==> src/rtl/line_mem_ctrl.sv <==
// Line memory controller: arbitrates demand and prefetch line requests onto a single
// line RAM port with a fixed request-to-response latency and one outstanding request.
module line_mem_ctrl #(
    parameter int unsigned LATENCY = 4
) (
    input  logic         clk,
    input  logic         rstn,
    input  logic         dreq_valid,
    output logic         dreq_ready,
    input  logic [31:0]  dreq_addr,
    input  logic         dreq_wen,
    input  logic [127:0] dreq_wdata,
    input  logic         preq_valid,
    output logic         preq_ready,
    input  logic [31:0]  preq_addr,
    output logic         resp_valid,
    input  logic         resp_ready,
    output logic [127:0] resp_rdata,
    output logic         resp_src,
    output logic         resp_wen,
    output logic [31:0]  ram_addr,
    output logic [127:0] ram_din,
    output logic         ram_we,
    input  logic [127:0] ram_dout
);

    // WAIT spans LATENCY-1 cycles, ACCESS one more, so RESP lands on the LATENCY-th edge.
    localparam logic [7:0] CntLoad = (LATENCY >= 2) ? 8'(LATENCY - 2) : 8'd0;

    typedef enum logic [1:0] {StIdle, StWait, StAccess, StResp} state_e;

    state_e        state_q, state_d;
    logic [7:0]    cnt_q, cnt_d;
    logic [31:0]   addr_q, addr_d;
    logic          wen_q, wen_d;
    logic [127:0]  wdata_q, wdata_d;
    logic          src_q, src_d;
    logic [127:0]  rdata_q, rdata_d;

    // Line offset bits are dropped on purpose; lines are always 16-byte aligned.
    logic unused_offset;
    assign unused_offset = ^{dreq_addr[3:0], preq_addr[3:0]};

    // State and request/response registers.
    always_ff @(posedge clk or negedge rstn) begin
        if (!rstn) begin
            state_q <= StIdle;
            cnt_q   <= 8'd0;
            addr_q  <= 32'd0;
            wen_q   <= 1'b0;
            wdata_q <= 128'd0;
            src_q   <= 1'b0;
            rdata_q <= 128'd0;
        end else begin
            state_q <= state_d;
            cnt_q   <= cnt_d;
            addr_q  <= addr_d;
            wen_q   <= wen_d;
            wdata_q <= wdata_d;
            src_q   <= src_d;
            rdata_q <= rdata_d;
        end
    end

    // Next-state, request capture, RAM strobe and handshake outputs.
    always_comb begin
        state_d    = state_q;
        cnt_d      = cnt_q;
        addr_d     = addr_q;
        wen_d      = wen_q;
        wdata_d    = wdata_q;
        src_d      = src_q;
        rdata_d    = rdata_q;
        ram_we     = 1'b0;
        dreq_ready = (state_q == StIdle);
        preq_ready = (state_q == StIdle) & ~dreq_valid;

        unique case (state_q)
            StIdle: begin
                if (dreq_valid || preq_valid) begin
                    // Demand has priority; a pending prefetch simply keeps its valid up.
                    if (dreq_valid) begin
                        addr_d  = {dreq_addr[31:4], 4'h0};
                        wen_d   = dreq_wen;
                        wdata_d = dreq_wdata;
                        src_d   = 1'b0;
                    end else begin
                        addr_d  = {preq_addr[31:4], 4'h0};
                        wen_d   = 1'b0;
                        wdata_d = 128'd0;
                        src_d   = 1'b1;
                    end
                    if (LATENCY == 1) begin
                        state_d = StAccess;
                    end else begin
                        state_d = StWait;
                        cnt_d   = CntLoad;
                    end
                end
            end
            StWait: begin
                if (cnt_q == 8'd0) begin
                    state_d = StAccess;
                end else begin
                    cnt_d = cnt_q - 8'd1;
                end
            end
            StAccess: begin
                ram_we  = wen_q;
                rdata_d = wen_q ? 128'd0 : ram_dout;
                state_d = StResp;
            end
            StResp: begin
                if (resp_ready) begin
                    state_d = StIdle;
                end
            end
            default: state_d = StIdle;
        endcase
    end

    assign resp_valid = (state_q == StResp);
    assign resp_rdata = rdata_q;
    assign resp_src   = src_q;
    assign resp_wen   = wen_q;
    assign ram_addr   = addr_q;
    assign ram_din    = wdata_q;

endmodule

==> config.mk <==
export PLATFORM = sky130hd
export DESIGN_NAME = line_mem_ctrl
export DESIGN_NICKNAME = d
export VERILOG_FILES = /design/src/rtl/line_mem_ctrl.sv
export SDC_FILE = /design/constraint.sdc
export NUM_CORES = 1
export LEC_CHECK = 0
export ABC_AREA = 1
export BUFFER_PORTS_ARGS = -buffer_cell sky130_fd_sc_hd__buf_2
export CAP_MARGIN = 20
export CORE_AREA = 2 2 238 240
export CTS_BUF_LIST = sky130_fd_sc_hd__clkbuf_8
export CTS_CLUSTER_SIZE = 16
export DETAILED_ROUTE_END_ITERATION = 16
export DIE_AREA = 0 0 240 242
export RECOVER_POWER = 25
export SYNTH_ARGS = -nofsm -noshare
export SYNTH_HDL_FRONTEND = slang
export SYNTH_SLANG_ARGS = --single-unit
export TNS_END_PERCENT = 20
==> constraint.sdc <==
create_clock -name clk -period 1.75 [get_ports clk]
set_input_delay 0.35 -clock clk [delete_from_list [all_inputs] [get_ports clk]]
set_output_delay 0.35 -clock clk [all_outputs]
set_load 0.03 [all_outputs]
==> results of run 1 <==
logic make-up (layout without fill, tap and decap cells):
| kind of cell | after synthesis | count (layout) | synth area share [%] |
|---|---|---|---|
| other cells | 1 | 9 | 0.0294 |
| xor+xnor | 1 | 1 | 0.0687 |
| compound gates | 64 | 64 | 3.48 |
| flops | 296 | 296 | 58.1 |
| fa+ha+maj | 6 | 6 | 0.589 |
| buf+inv | 166 | 1075 | 7.05 |
| simple gates | 894 | 894 | 30.7 |
tightest hold or removal path: cells and delay by family:
| kind | cells | cell delay [ns] |
|---|---|---|
| buf+inv | 1 | 0.07 |
| compound gates | 2 | 0.20 |
worst max path at each step:
stage | from | end | slack [ns]
4_1_cts | state_q[0] | ram_we | -0.20
6_report | state_q[0] | ram_we | -0.12
2_1_floorplan | state_q[0] | preq_ready | 0.02
5_1_grt | state_q[0] | ram_we | -0.23
3_3_place_gp | state_q[0] | ram_addr[7] | 0.22
3_5_place_dp | state_q[0] | resp_rdata[116] | 0.17
layout make-up:
type,instances,share of cell area [%]
Tap cell,756,4.62
Antenna cell,5,0.0611
Clock inverter,24,0.813
Timing Repair Buffer,937,31.0
Sequential cell,296,36.2
Inverter,48,0.916
Clock buffer,66,4.44
Multi-Input combinational cell,969,22.0
what timing repair did:
action,in CTS,in global routing
pin swaps,3,1
resized for setup,17,1
hold buffers,265,0
setup buffers,3,0
endpoints found under the hold margin,301,0
setup endpoints to repair,4,4
state kept, by name, indices dropped and copies added (netlist names):
name / flops
resp_wen: 1
resp_src: 1
ram_addr: 28
resp_rdata: 128
ram_din: 128
cnt_q: 8
state_q: 2
synth_stat cells (all sizes together):
cell	count
o21ai	36
a21oi	28
dfrtp	296
xor2	1
nand2	452
ha	6
buf	108
nand3	396
nor3	1
or2	1
clkbuf	10
inv	48
nor2	41
conb	1
nand4	3
power by group:
group | internal (mW) | switching, mW
Sequential | 9.75 | 1.63
Combinational | 5.85 | 13.4
Clock | 3.67 | 2.92
Total | 19.3 | 18.0
cells in the final DEF, fill, tap and decap left out, types with 6 or more instances in the layout:
| master | count |
|---|---|
| clkbuf_1 | 11 |
| inv_2 | 6 |
| nand2_1 | 442 |
| clkbuf_8 | 66 |
| inv_1 | 54 |
| dlygate4sd3_1 | 265 |
| buf_6 | 7 |
| nand3_1 | 394 |
| o21ai_0 | 30 |
| buf_12 | 15 |
| buf_2 | 602 |
| buf_4 | 29 |
| nor2_1 | 38 |
| a21oi_2 | 28 |
| nand2_2 | 8 |
| dfrtp_1 | 296 |
metal layers:
layer | vias up | global-route usage [%] | wire, um
met4 | 6 | 8.57 | 2520
met1 | 6473 | 18.4 | 18700
li1 | 6414 | - | -
met3 | 125 | 4.33 | 4090
met2 | 688 | 27.4 | 23600
met5 | - | 0 | 41
through the flow:
| stage | total power, mW | util (%) | TNS, ns | cells | hold slack, ns |
|---|---|---|---|---|---|
| detailed placement | 30.1 | 30.1 | 0 | 2738 | 0.379 |
| floorplan | 23.9 | - | 0 | 1431 | 0.0544 |
| CTS | 37.5 | 36.9 | -0.686 | 3096 | 0.00124 |
| global route | 39.6 | 36.7 | -4.62 | 3101 | 0.0165 |
| global placement | 29.7 | 30.1 | 0 | 2738 | 0.368 |
| finish | 37.3 | 36.7 | -0.299 | 3101 | 0.0749 |
==> impl_metrics.yaml, run 1 <==
run_status:
  status: "finished, violations left"
  violations: "setup timing"
hold_path:
  holdPathEnd: "ram_addr[15]"
  min-delay-start: "preq_addr[15]"
  worstHoldPathCells: 3
  worst_hold_path_type: "in -> reg"
clock_network:
  htree_levels: 2
  clk_pin_slew_worst_paths_ns: 0.05
  cts_root_buffer: "clkbuf_8"
  cts_buffer_depth: 3
  cts_tree: "yes"
  cts.sinks: 296
  cts_buffers: 53
  clock_latency_ns: 0.63
layout:
  fin_nets: 2637
  fillers: 5540
  drive_above_1_share_pct: 34.1
  final_area_sq_um: 20500
  seqCellArea_sq_um: 7410
  layout-area-overhead-vs-synth_pct: 60.5
  multi_input_area_sq_um: 4500
logic_synthesis:
  synth_area_leaders: "dfrtp_1 (58%), nand3_1 (15%), nand2_1 (13%)"
  yosys.area.top_type: "dfrtp_1"
  syn_area_per_cell_sq_um: 8.93
  synth_top_area_share_pct: 58.1
  ys_warn_count: 0
  synth-seq-area-share_pct: 58.1
  yosysUniqueCellTypes: 26
  syn_area_sq_um: 12800
  syn_inst: 1428
  ys_seq_elements: 296
global_routing:
  grt_use_total_pct: 16.1
  grt_pass1_vias: 13800
  grt.overflow.total: 0
  grt_pass1_wl_um: 74300
  grt_antenna_before_repair: 8
  grt_max_degree: 106
placed_design:
  place_area_sq_um: 16800
  dp_hpwl_um: 32800
  gp_congestion: 0.834
  portBuffers: 607
  dp_slack_ns: 0.172
floorplan:
  fp.dieW_um: 240
  dieArea_sq_um: 58100
  dieHeight_um: 242
  ios: 620
  num_rows: 87
  fp.coreArea_sq_um: 55700
  start_util_pct: 22.9
worst_setup_path:
  rrSetupSlack_ns: 0.12
  r2r_start: "state_q[0]"
  critPathBufInv: 4
  worstSetupEndpointType: "output port"
  cp_slowest_cell: "dfrtp_1"
  ff2ff_path_depth: 8
  crit_type: "reg -> out"
  crit_fanout: 2
  cp.arrival_ns: 1.52
  crit_required_ns: 1.40
  startpoint_type: "flip-flop"
  worst-path-stages: 6
  slowest_delay_ns: 0.38
  reg2reg_to: "ram_din[59]"
  crit_chain: "inv_2 -> buf_6 -> ha_4 -> nand2_2 -> inv_2 -> buf_6"
  cp_top_family: "flip-flops"
sta:
  skew_ns: 0.0449
  final-hold-violation-count: 0
  slew_headroom_pct: 30.6
  fin_crit_ns: 1.87
  slew_viol_final: 0
  setup_viol: 4
  rsz0062_at_grt: "true"
  fmaxAchievable_ghz: 0.535
  worst_pin_slew_ns: 1.04
  setup_slack_ns: -0.120
  finalCritPeriodShare_pct: 107
detailed_routing:
  drc_errors: 0
  drt_iter0_drc: 663
  num_vias: 13700
  via_per_inst: 4.42
  drt_first_pass_iters: 5
  drt-wirelength-per-cell_um: 15.8
  ant_nets: 0
  wirelength_um: 48900
power:
  ir_drop_uv: 782
  p_per_area_nw_per_um2: 1820
  leakage_nw: 11.2
flow_run:
  max-cap-violations: 0
(Power assumes the default switching activity.)
==> run 2: changes to the inputs <==
clock period = 1.9 ns   (was 1.75 ns; I/O delays follow)
==> run 2 against run 1 <==
The flow still finishes with violations (setup timing). Worst hold slack worse by 0.017 ns. Core utilization shrank 0.46 points. Via count fell by 1.3%. Register-to-register slack got worse by 0.09 ns. Clock-buffer cell count is the same. Design area down 1.3%. Clock skew shrank 0.029 ns. Sequential share of layout area up 0.46 points. Sequential power down 8%. Power shrank 8.4%. Critical path type unchanged.
==> impl_metrics.yaml, run 2 (same netlist as run 1, synthesis figures left out) <==
run_status:
  status: "finished, violations left"
  violations: "setup timing"
floorplan:
  fp.coreArea_sq_um: 55700
  fp.dieW_um: 240
  dieHeight_um: 242
  dieArea_sq_um: 58100
  num_rows: 87
  start_util_pct: 22.9
  ios: 620
clock_network:
  cts_buffers: 52
  cts.sinks: 296
  htree_levels: 2
  cts_tree: "yes"
  clk_pin_slew_worst_paths_ns: 0.06
  cts_root_buffer: "clkbuf_8"
  clock_latency_ns: 0.61
  cts_buffer_depth: 3
worst_setup_path:
  cp.arrival_ns: 1.55
  rrSetupSlack_ns: 0.03
  crit_type: "reg -> out"
  crit_fanout: 4
  crit_required_ns: 1.52
  worstSetupEndpointType: "output port"
  startpoint_type: "flip-flop"
  ff2ff_path_depth: 9
detailed_routing:
  ant_nets: 0
  wirelength_um: 49800
  drt_first_pass_iters: 6
  drt-wirelength-per-cell_um: 16.2
  drt_iter0_drc: 600
  via_per_inst: 4.40
  num_vias: 13500
  drc_errors: 0
global_routing:
  grt_pass1_vias: 13600
  grt_pass1_wl_um: 74900
  grt.overflow.total: 0
  grt_max_degree: 78
  grt_antenna_before_repair: 5
  grt_use_total_pct: 16.4
placed_design:
  gp_congestion: 0.875
  dp_hpwl_um: 33700
  dp_slack_ns: 0.128
  place_area_sq_um: 16700
  portBuffers: 607
layout:
  final_cell_mix: "buf_2 (601), nand2_1 (442), nand3_1 (394)"
  final_common_cell: "buf_2"
  multi_input_area_sq_um: 4490
  fin_nets: 2610
  seqCellArea_sq_um: 7410
  final_util_pct: 36.3
  layout-area-overhead-vs-synth_pct: 58.5
  fillers: 5588
  drive_above_1_share_pct: 34.6
  final_area_sq_um: 20200
sta:
  setup_viol: 2
  slew_headroom_pct: 9.18
  skew_ns: 0.0157
  rsz0062_at_grt: "true"
  fmaxAchievable_ghz: 0.519
  fin_crit_ns: 1.93
  setup_slack_ns: -0.0253
  slew_viol_final: 0
  worst_pin_slew_ns: 1.36
  finalCritPeriodShare_pct: 101
  tns_ns: -0.0318
  final-hold-violation-count: 0
hold_path:
  worstHoldPathCells: 3
  worst_hold_path_type: "in -> reg"
power:
  ir_drop_uv: 785
  leakage_nw: 11.1
  total_power_mw: 34.1
  p_per_area_nw_per_um2: 1690
flow_run:
  max-cap-violations: 0
[run 2: final cells by class]
class / count / area share, %
diodes: 2 / 0.0247
clock inverters: 24 / 0.495
inverters: 48 / 0.916
flip-flops and latches: 296 / 36.6
repair buffers: 911 / 30.6
well taps: 756 / 4.68
clock buffers: 66 / 4.49
multi-input cells: 969 / 22.2
[run 2: timing repair]
| action | in CTS | in global routing |
|---|---|---|
| pin swaps | 2 | 2 |
| resized for setup | 11 | 5 |
| setup endpoints to repair | 3 | 4 |
| setup buffers | 6 | 2 |
| hold buffers | 242 | 0 |
| hold endpoints to repair | 271 | 0 |
[run 2: layer usage]
layer	up-vias	GRT usage [%]	part of all wire [%]
li1	6362	-	-
met2	632	28.3	48
met5	-	0	0.062
met3	132	5.20	8.8
met4	6	7.98	4.7
met1	6392	18.0	38
[run 2: report_power, final]
group	leakage, nW	total, mW	switching (mW)	internal [mW]
logic	6.78	17.9	12.4	5.48
clock network	0.596	5.74	2.65	3.09
registers	3.73	10.5	1.49	8.98
total	11.1	34.1	16.6	17.5
[run 2: worst max-delay path, cell delays in order (launching register included)]
cell and delay [ns]:
dfrtp_2 0.43, buf_6 0.13, ha_4 0.16, nand2_2 0.07, inv_2 0.04, buf_6 0.13
[run 2: through the flow]
stage,hold slack [ns],std cells
after global placement,0.335,2730
after detailed placement,0.340,2730
after CTS,0.000144,3068
after global routing,0.00985,3070
final,0.0578,3072
after floorplan,0.0844,1431
[run 2: final timing paths]
kind / start / to
max: state_q[1] / ram_we
min: ram_dout[85] / resp_rdata[85]
max reg2reg: state_q[1] / ram_din[47]
min reg2reg: resp_rdata[44] / resp_rdata[44]
max in group asynchronous: rstn / resp_rdata[36]
min in group asynchronous: rstn / ram_din[118]
